File: src/rtl/ps2_rx_if.sv
// Event handshake between the PS/2 receiver and the matrix keyboard stage.
interface ps2_rx_if;
    logic       ev_valid;
    logic       ev_ready;
    logic [7:0] ev_code;
    logic       ev_ext;
    logic       ev_release;

    modport master (
        output ev_valid,
        output ev_code,
        output ev_ext,
        output ev_release,
        input  ev_ready
    );

    modport slave (
        input  ev_valid,
        input  ev_code,
        input  ev_ext,
        input  ev_release,
        output ev_ready
    );
endinterface

File: src/rtl/ps2_rx.sv
// PS/2 device-to-host receiver: pin sync, clock deglitch, 11-bit frame
// deserialiser, E0/F0/E1 prefix folding and a show-ahead event FIFO.
module ps2_rx #(
    parameter int FILTER_LEN = 8,
    parameter int TIMEOUT    = 60000,
    parameter int FIFO_DEPTH = 4
) (
    input  logic     clk,
    input  logic     reset,
    input  logic     ps2_clk,
    input  logic     ps2_dat,
    ps2_rx_if.master ev,
    output logic     frame_err,
    output logic     overflow
);
    localparam int FCW = $clog2(FILTER_LEN + 1);
    localparam int TW  = $clog2(TIMEOUT + 1);
    localparam int AW  = $clog2(FIFO_DEPTH);
    localparam int CW  = AW + 1;

    typedef enum logic [1:0] {IDLE, DATA, PARITY, STOP} state_t;

    logic           clk_s1, clk_s2, dat_s1, dat_s2;
    logic           clk_f, clk_f_d;
    logic [FCW-1:0] fcnt;
    logic           strobe;

    state_t         state;
    logic [2:0]     bcnt;
    logic [TW-1:0]  tcnt;
    logic [7:0]     shreg;
    logic           par;
    logic           byte_rdy;
    logic [7:0]     rx_byte;

    logic [2:0]     skip;
    logic           ext_f, rel_f;
    logic [9:0]     mem [FIFO_DEPTH];
    logic [AW-1:0]  wr_ptr, rd_ptr;
    logic [CW-1:0]  count;
    logic           push, pop, do_write;

    // Two-flop synchronisers on both raw pins
    always_ff @(posedge clk) begin
        if (reset) begin
            clk_s1 <= 1'b1;
            clk_s2 <= 1'b1;
            dat_s1 <= 1'b1;
            dat_s2 <= 1'b1;
        end else begin
            clk_s1 <= ps2_clk;
            clk_s2 <= clk_s1;
            dat_s1 <= ps2_dat;
            dat_s2 <= dat_s1;
        end
    end

    // Deglitch: clk_f follows the synced clock only after FILTER_LEN equal samples
    always_ff @(posedge clk) begin
        if (reset) begin
            clk_f   <= 1'b1;
            clk_f_d <= 1'b1;
            fcnt    <= '0;
        end else begin
            clk_f_d <= clk_f;
            if (clk_s2 != clk_f) begin
                if (fcnt == FCW'(FILTER_LEN - 1)) begin
                    clk_f <= clk_s2;
                    fcnt  <= '0;
                end else begin
                    fcnt <= fcnt + 1'b1;
                end
            end else begin
                fcnt <= '0;
            end
        end
    end

    assign strobe = clk_f_d & ~clk_f;

    // Frame FSM with inter-bit timeout; byte_rdy and frame_err are one-cycle pulses
    always_ff @(posedge clk) begin
        if (reset) begin
            state     <= IDLE;
            bcnt      <= '0;
            tcnt      <= '0;
            shreg     <= '0;
            par       <= 1'b0;
            byte_rdy  <= 1'b0;
            rx_byte   <= '0;
            frame_err <= 1'b0;
        end else begin
            byte_rdy  <= 1'b0;
            frame_err <= 1'b0;
            if (strobe || state == IDLE) begin
                tcnt <= '0;
            end else begin
                tcnt <= tcnt + 1'b1;
            end
            if (state != IDLE && !strobe && tcnt == TW'(TIMEOUT - 1)) begin
                state     <= IDLE;
                frame_err <= 1'b1;
                tcnt      <= '0;
            end else if (strobe) begin
                case (state)
                    IDLE: begin
                        if (!dat_s2) begin
                            state <= DATA;
                            bcnt  <= '0;
                        end
                    end
                    DATA: begin
                        shreg <= {dat_s2, shreg[7:1]};
                        if (bcnt == 3'd7) begin
                            state <= PARITY;
                        end else begin
                            bcnt <= bcnt + 1'b1;
                        end
                    end
                    PARITY: begin
                        par   <= dat_s2;
                        state <= STOP;
                    end
                    STOP: begin
                        if (dat_s2 && ^{par, shreg}) begin
                            byte_rdy <= 1'b1;
                            rx_byte  <= shreg;
                        end else begin
                            frame_err <= 1'b1;
                        end
                        state <= IDLE;
                    end
                    default: state <= IDLE;
                endcase
            end
        end
    end

    // A received byte becomes an event unless it is a prefix, error code or inside a Pause sequence
    always_comb begin
        push = 1'b0;
        if (byte_rdy && skip == '0) begin
            case (rx_byte)
                8'hE1, 8'hE0, 8'hF0, 8'h00, 8'hFF: push = 1'b0;
                default:                           push = 1'b1;
            endcase
        end
        pop      = ev.ev_valid & ev.ev_ready;
        do_write = push & ((count != CW'(FIFO_DEPTH)) | pop);
    end

    // Prefix state tracking and FIFO storage; a pop frees the head slot in time for a same-cycle push
    always_ff @(posedge clk) begin
        if (reset) begin
            skip     <= '0;
            ext_f    <= 1'b0;
            rel_f    <= 1'b0;
            wr_ptr   <= '0;
            rd_ptr   <= '0;
            count    <= '0;
            overflow <= 1'b0;
        end else begin
            overflow <= push & ~do_write;
            if (byte_rdy) begin
                if (skip != '0) begin
                    skip <= skip - 1'b1;
                end else begin
                    case (rx_byte)
                        8'hE1: skip  <= 3'd7;
                        8'hE0: ext_f <= 1'b1;
                        8'hF0: rel_f <= 1'b1;
                        default: begin
                            ext_f <= 1'b0;
                            rel_f <= 1'b0;
                        end
                    endcase
                end
            end
            if (do_write) begin
                mem[wr_ptr] <= {ext_f, rel_f, rx_byte};
                wr_ptr      <= wr_ptr + 1'b1;
            end
            if (pop) begin
                rd_ptr <= rd_ptr + 1'b1;
            end
            case ({do_write, pop})
                2'b10:   count <= count + 1'b1;
                2'b01:   count <= count - 1'b1;
                default: count <= count;
            endcase
        end
    end

    // Show-ahead head presentation, zeroed while empty
    always_comb begin
        ev.ev_valid   = (count != '0);
        ev.ev_code    = '0;
        ev.ev_ext     = 1'b0;
        ev.ev_release = 1'b0;
        if (count != '0) begin
            ev.ev_code    = mem[rd_ptr][7:0];
            ev.ev_release = mem[rd_ptr][8];
            ev.ev_ext     = mem[rd_ptr][9];
        end
    end
endmodule
File: src/flat_wrapper.sv
// flat-port wrapper written by rule: the top's interface ports become plain ports
module ps2_rx_flat 
#(
    parameter int FILTER_LEN = 8,
    parameter int TIMEOUT    = 60000,
    parameter int FIFO_DEPTH = 4
)
  (clk, reset, ps2_clk, ps2_dat, frame_err, overflow, ev_ev_valid, ev_ev_code, ev_ev_ext, ev_ev_release, ev_ev_ready);
  ps2_rx_if ev_i ();
  input  logic clk;
  input  logic reset;
  input  logic ps2_clk;
  input  logic ps2_dat;
  output logic frame_err;
  output logic overflow;
  output wire logic [$bits(ev_i.ev_valid)-1:0] ev_ev_valid;
  output wire logic [$bits(ev_i.ev_code)-1:0] ev_ev_code;
  output wire logic [$bits(ev_i.ev_ext)-1:0] ev_ev_ext;
  output wire logic [$bits(ev_i.ev_release)-1:0] ev_ev_release;
  input wire logic [$bits(ev_i.ev_ready)-1:0] ev_ev_ready;
  assign ev_ev_valid = ev_i.ev_valid;
  assign ev_ev_code = ev_i.ev_code;
  assign ev_ev_ext = ev_i.ev_ext;
  assign ev_ev_release = ev_i.ev_release;
  assign ev_i.ev_ready = ev_ev_ready;
  ps2_rx #(.FILTER_LEN(FILTER_LEN), .TIMEOUT(TIMEOUT), .FIFO_DEPTH(FIFO_DEPTH)) u_core (.clk(clk), .reset(reset), .ps2_clk(ps2_clk), .ps2_dat(ps2_dat), .ev(ev_i), .frame_err(frame_err), .overflow(overflow));
endmodule
File: config.mk
export PLATFORM = sky130hd
export DESIGN_NAME = ps2_rx_flat
export DESIGN_NICKNAME = d
export VERILOG_FILES = /design/src/rtl/ps2_rx_if.sv /design/src/rtl/ps2_rx.sv /design/src/flat_wrapper.sv
export SDC_FILE = /design/constraint.sdc
export NUM_CORES = 1
export LEC_CHECK = 0
export ABC_AREA = 0
export BUFFER_PORTS_ARGS = -buffer_cell sky130_fd_sc_hd__buf_2
export CORE_MARGIN = 2
export CORE_UTILIZATION = 55
export DETAILED_ROUTE_END_ITERATION = 10
export GPL_ROUTABILITY_DRIVEN = 0
export PLACE_DENSITY = 0.79
export SETUP_SLACK_MARGIN = 0.2
export SLEW_MARGIN = 15
export SYNTH_ARGS = -nofsm -noshare
export SYNTH_HDL_FRONTEND = slang
export SYNTH_SLANG_ARGS = --single-unit
File: constraint.sdc
create_clock -name clk -period 2.7 [get_ports clk]
set_clock_uncertainty 0.2 [all_clocks]
set_input_delay 0.135 -clock clk [delete_from_list [all_inputs] [get_ports clk]]
set_output_delay 0.135 -clock clk [all_outputs]
set_load 0.01 [all_outputs]
; Yosys cells after proc, flatten, opt, wreduce, memory -nomap -nowiden
; Memory sizes are Yosys's and may differ from the RTL's. A register that Yosys moved wholly into a read port is not among the register bits.
; Cells that the tools add are included.
[word_totals]
ff_bits = 63
mem_bits_rw = 40
input_bits = 5
output_inout_bits = 13
elab_cells = 120
mem_count = 1
[op_classes]
add_sub_neg = 8
eq_ne = 17
n_mux = 26
bitwise_logic = 14
reduce_logical = 32
[mem_list]
columns = name, depth, word_bits, rd, rd_ports_with_merged_regs, wr, line
row1 = u_core.mem, 4, 10, 1, 1, 1, ps2_rx.sv:38  ; logic [9:0] mem [FIFO_DEPTH];
[ops]
columns = operator, count
row1 = 8-bit equality test (second input constant), 4
row2 = 16-bit by 1-bit adder with 16-bit output (second input constant), 1
row3 = 16-bit equality test (second input constant), 1
row4 = 3-bit AND reduction, 5
row5 = 1-bit two-way mux, 12
row6 = 3-bit two-way mux, 4
row7 = 3-bit case mux with 2 select lines, 2
row8 = 1-bit NOT, 9
row9 = 9-bit XOR reduction, 1
row10 = 8-bit zero test, 1
row11 = 2-bit two-way mux, 4
row12 = 8-bit two-way mux, 1
row13 = 2-bit case mux with 4 select lines, 1
row14 = 2-bit nonzero test, 4
row15 = 3-bit by 1-bit adder with 3-bit output (second input constant), 2
row16 = 2-bit equality test (second input constant), 3
row17 = 3-bit nonzero test, 2
row18 = 2-bit OR reduction, 3
row19 = 3-bit OR reduction, 2
row20 = 3-bit by 1-bit subtractor with 3-bit output (second input constant), 2
row21 = 5-bit AND reduction, 1
row22 = 5-bit OR reduction, 1
row23 = 2-bit by 1-bit adder with 2-bit output (second input constant), 2
row24 = 4-bit by 1-bit adder with 4-bit output (second input constant), 1
row25 = 18 further kinds, 28

; Depth between registers and ports, before layout
[depth]
word_depth = 8
depth_mapped = 12
mapped_depth_nobuf = 11

; Worst setup path before layout
; No wires, ideal clock.
[synth_timing]
kind = register -> register
from = reg u_core.rx_byte[4]
to = reg u_core.count[2]
setup_ns = 0.071
t_arrival_ns = 2.673
t_required_ns = 2.429
path_slack_ns = -0.243
stages_incl_launch_ff = 13
n_path_buf = 1
period_less_slack_ns = 2.943
path_cell_list = dfxtp_1 -> clkbuf_1 -> or4_1 -> a211o_1 -> o21ai_0 -> nor3_1 -> inv_1 -> ha_1 -> inv_1 -> fa_1 -> xor2_1 -> or3_1 -> a21oi_1
[synth_between]
elab_chain_len = 7
word_cells_on_any_way = 13
cone_classes = eq/ne (6) / mux (3) / bitwise (1) / reduce/logical (3)
[synth_lines]
columns = element, line
row1 = start: declaration, ps2_rx.sv:34  ; logic [7:0] rx_byte;
row2 = start signal: assignment, ps2_rx.sv:127  ; rx_byte <= shreg;
row3 = 8-bit equality test / 8-bit zero test (equally long branches), ps2_rx.sv:143  ; case (rx_byte)
row4 = 5-bit OR reduction (*), ps2_rx.sv:143
row5 = 1-bit two-way mux (*), ps2_rx.sv:143
row6 = 1-bit two-way mux (*), ps2_rx.sv:142  ; if (byte_rdy && skip == '0) begin
row7 = 1-bit bitwise AND (*), ps2_rx.sv:149  ; do_write = push & ((count != CW'(FIFO_DEPTH)) | pop);
row8 = 2-bit by 1-bit equality test with 1-bit output / 2-bit equality test (equally long branches), ps2_rx.sv:186  ; case ({do_write, pop})
row9 = 3-bit case mux with 2 select lines / 2-bit nonzero test (equally long branches), --
row10 = end signal: assignment, ps2_rx.sv:187  ; 2'b10: count <= count + 1'b1;
row11 = end signal: assignment, ps2_rx.sv:188  ; 2'b01: count <= count - 1'b1;
row12 = end signal: assignment, ps2_rx.sv:189  ; default: count <= count;
row13 = end: declaration, ps2_rx.sv:40  ; logic [CW-1:0] count;
; Mark *: on every way between the ends. The rest lies on a longest branch, timed or not.
; A chain may end at the register's enable or synchronous reset.

; Final worst setup path
[layout_timing]
from = reg u_core.rx_byte[7]
to = reg u_core.count[2]
; Same word-level chain as after synthesis.

==> results.md <==
- Slew headroom: 66.2%
- DRC: 0
- Top sig layer: met4
- Count leader, synth: dfxtp_1
- Nets@finish: approximately 440
- Port Buffers: 17
- Sequential-to-total area share from yosys stat: 56.2%
- Main combinational cell family by area after synthesis: simple AND/OR/NAND/NOR gates
- YS warnings: 0
- Critical path arrival: approximately 2.9 ns
- Seq pwr share: between 60 and 70%
- DRT Pass-1 Iters: 4
- Largest net degree at the start of global routing: 25
- Count of state elements after synthesis: between 100 and 150
- First-pass GRT wire length: approximately 13000 um
- Dpl ws: -0.0485 ns
- Layout cell share with drive strength beyond 1: a little under a fifth
- Die area: slightly below 0.009 sq mm
- Root buf cell: clkbuf_8
- Switching power: 605 uW
- Leakage power: 0.00184 uW
- RR Startpoint: u_core.rx_byte[7]
- P&R area growth vs syn: 12.2%
- Core Box Area: just under 0.008 sq mm
- Post-synthesis xor/xnor area fraction: under 10%
- Fmax achieved: about 360 MHz
- Area share of and/or/nand/nor cells after synthesis: between 10% and 20%
- Wire per inst: between 10 and 15 um
- Top post-synthesis cells by count: dfxtp_1 (65), nor2_1 (51), edfxtp_1 (40), nand2_1 (21), nand3_1 (18)
- Tcrit/Tclk final: 102%
- Synth area leader: dfxtp_1
- Antenna violations before repair: 0
- # H-tree levels: 3
- WL met1: between 3000 and 4000 um
- Final Hold Viols: 0
- Width of the die: around 94 um
- Routed met2 length: approximately 3600 um
- Die span in y: roughly 94 um
- Max Slew Vio Count: 0
- Post-synth EDFFs: 40
- Syn Inst Count: 385
- Final wirelength: roughly 7100 um
- Req. time, crit path: approximately 2.8 ns
- Min cycle time layout: between 2 and 3 ns
- Status: finished, violations left
- Area contributors post-synth: dfxtp_1 (29%), edfxtp_1 (27%), mux4_2 (5.1%)
- WS Path Type: flip-flop to flip-flop
- Final instance area: about 0.005 sq mm
- Hold Path Class: primary input to flip-flop
- Post-synthesis mux area share: between 8 and 9%
- Worst slew pin tran: a little over 0.5 ns
- DR WL met3: ~150 um
- CP Launch Point: u_core.rx_byte[7]
- Worst vdd ir: roughly 340 uV
- Compound-cell area share of the yosys netlist: between 4 and 5%
- TritonCTS Buffers: 9
- Crit path max fanout: 2
- CTS Sinks: ~110
- GRT Total Usage: 18.3%
- Synthesized area per cell: about 12 sq um
- Hold_sp: ev_ev_ready
- Congestion Overflow GR: 0
- Max_cap viols: 0
- Pint: 2020 uW
- Inserted Diodes: 0
- Failing checks: negative setup slack
- Clock transition at the registers of the reported paths: 0.10 ns
- Worst-case clock buffer depth: 2
- Routed Antenna Nets: 0
- Synth async-reset ratio: 0%
- Final setup vio count: 1
- Routed vias/inst: around 5.3
- Pwr dens: 524 mW/mm^2
- Combinational group share of total power: 0.9%
- Final worst slack: -0.0495 ns
- Syn_nets: just over 400
- Clk_lat worst skew: 0.37 ns
- Switching Share: a little under a quarter
- Yosys top cell area share: approximately 30%
- Placement Cell Area: about 0.0047 sq mm
- Initial Util: between 50% and 60%
- Startpoint type of the worst setup path: flip-flop
- CTS tree: built
- Hpwl dp: 5040 um
- Clock share of power: a little under two fifths
- Number of global-route vias before repair: roughly 2800
- RSZ-0062 raised after global routing: yes
- Row count: 32
- Crit. End Element: flip-flop
- Synth Area in Adders: ~4.7%
- Vias: about 2800
- Syn Std Cell Area: around 0.0045 sq mm
- Distinct cells, synth: 48
- 1st-iter DRT viols: ~120
- I/O pins: 18
- Post-synth top flop: dfxtp_1
-- flip-flops by register name, summed over array words and instances (netlist names), 3 cells and up, named ones only --
register / flops
u_core.shreg: 8
u_core.skip: 3
u_core.mem: 40
u_core.fcnt: 4
u_core.rx_byte: 8
u_core.tcnt: 16
u_core.count: 3
u_core.bcnt: 3
-- worst max-delay path: stages (launching register included) --
cell and delay, ns:
dfxtp_2 0.33, or4_1 0.51, a211o_1 0.30, o21ai_2 0.07, nor3_2 0.07, inv_1 0.06
ha_2 0.18, inv_2 0.04, fa_2 0.34, xor2_1 0.15, or3_1 0.31, a21oi_1 0.13
-- logic make-up after synthesis --
| family | Yosys count |
|---|---|
| AND/OR/NAND/NOR | 152 |
| flip-flops | 105 |
| AO/OA/AOI/OAI | 33 |
| buffers and inverters | 29 |
| XOR/XNOR | 27 |
| multiplexers | 23 |
| adder cells (fa/ha/maj) | 16 |
-- power by group through the flow --
stage | logic [uW] | registers [uW] | clock network [uW]
finish | 23.7 | 1630 | 964
global route | 26.9 | 1640 | 1050
CTS | 23.9 | 1630 | 987
detailed placement | 20.9 | 1670 | 0
global placement | 20.1 | 1670 | 0
floorplan | 12.9 | 1670 | 0
-- path summary, 6_finish.rpt --
path | to | slack [ns] | cells past startpoint
setup / recovery | u_core.count[2] | -0.05 | 11
hold / removal | flip-flop | 0.05 | 4
setup reg to reg | u_core.count[2] | -0.05 | 11
hold reg to reg | u_core.clk_s2 | 0.23 | 1
-- placed cells by master (no fill, tap or decap), types with 4 or more instances in the layout --
cell type	instances
a21oi_1	16
and2_1	14
buf_2	17
buf_4	19
clkbuf_8	9
dfxtp_1	63
dlygate4sd3_1	4
edfxtp_1	40
ha_1	14
inv_1	15
mux2i_1	11
mux4_2	10
nand2_1	21
nand3_1	18
nand4_1	6
nor2_1	51
nor2b_1	5
nor3_1	5
or2_2	6
or3_1	5
xnor2_1	13
xor2_1	12
-- stage by stage --
step	util, %	hold WS, ns	cells	setup TNS, ns	total power [uW]
CTS	63.9	0.0441	529	-0.0800	2650
floorplan	-	0.0388	385	-0.0388	1680
finish	64.1	0.0492	530	-0.0495	2620
global route	64.1	0.0758	530	-0.142	2710
global placement	60.7	0.120	508	0	1690
detailed placement	60.7	0.125	508	-0.0485	1690
-- final cells by class --
cell class              instances  area [sq um]
fillers                       621          2810
flip-flops and latches        105          2500
multi-input cells             251          1840
repair buffers                 40           268
well taps                     102           128
clock buffers                   9           124
clock inverters                 7          81.3
inverters                      16          60.1
-- layer usage --
layer  up-vias  track usage, %
met4         0            7.97
met1      1329            22.6
met2        35            31.4
li1       1432               -
met3        10            3.13
met5         -               0
-- repair_timing --
item,4_1_cts,5_1_grt
pin swaps,1,1
buffers inserted,1,1
hold endpoints to repair,3,0
resized for setup,0,2
hold buffers,4,0
setup endpoints to repair,2,12
Note: power is estimated with default switching activity, not from simulation.
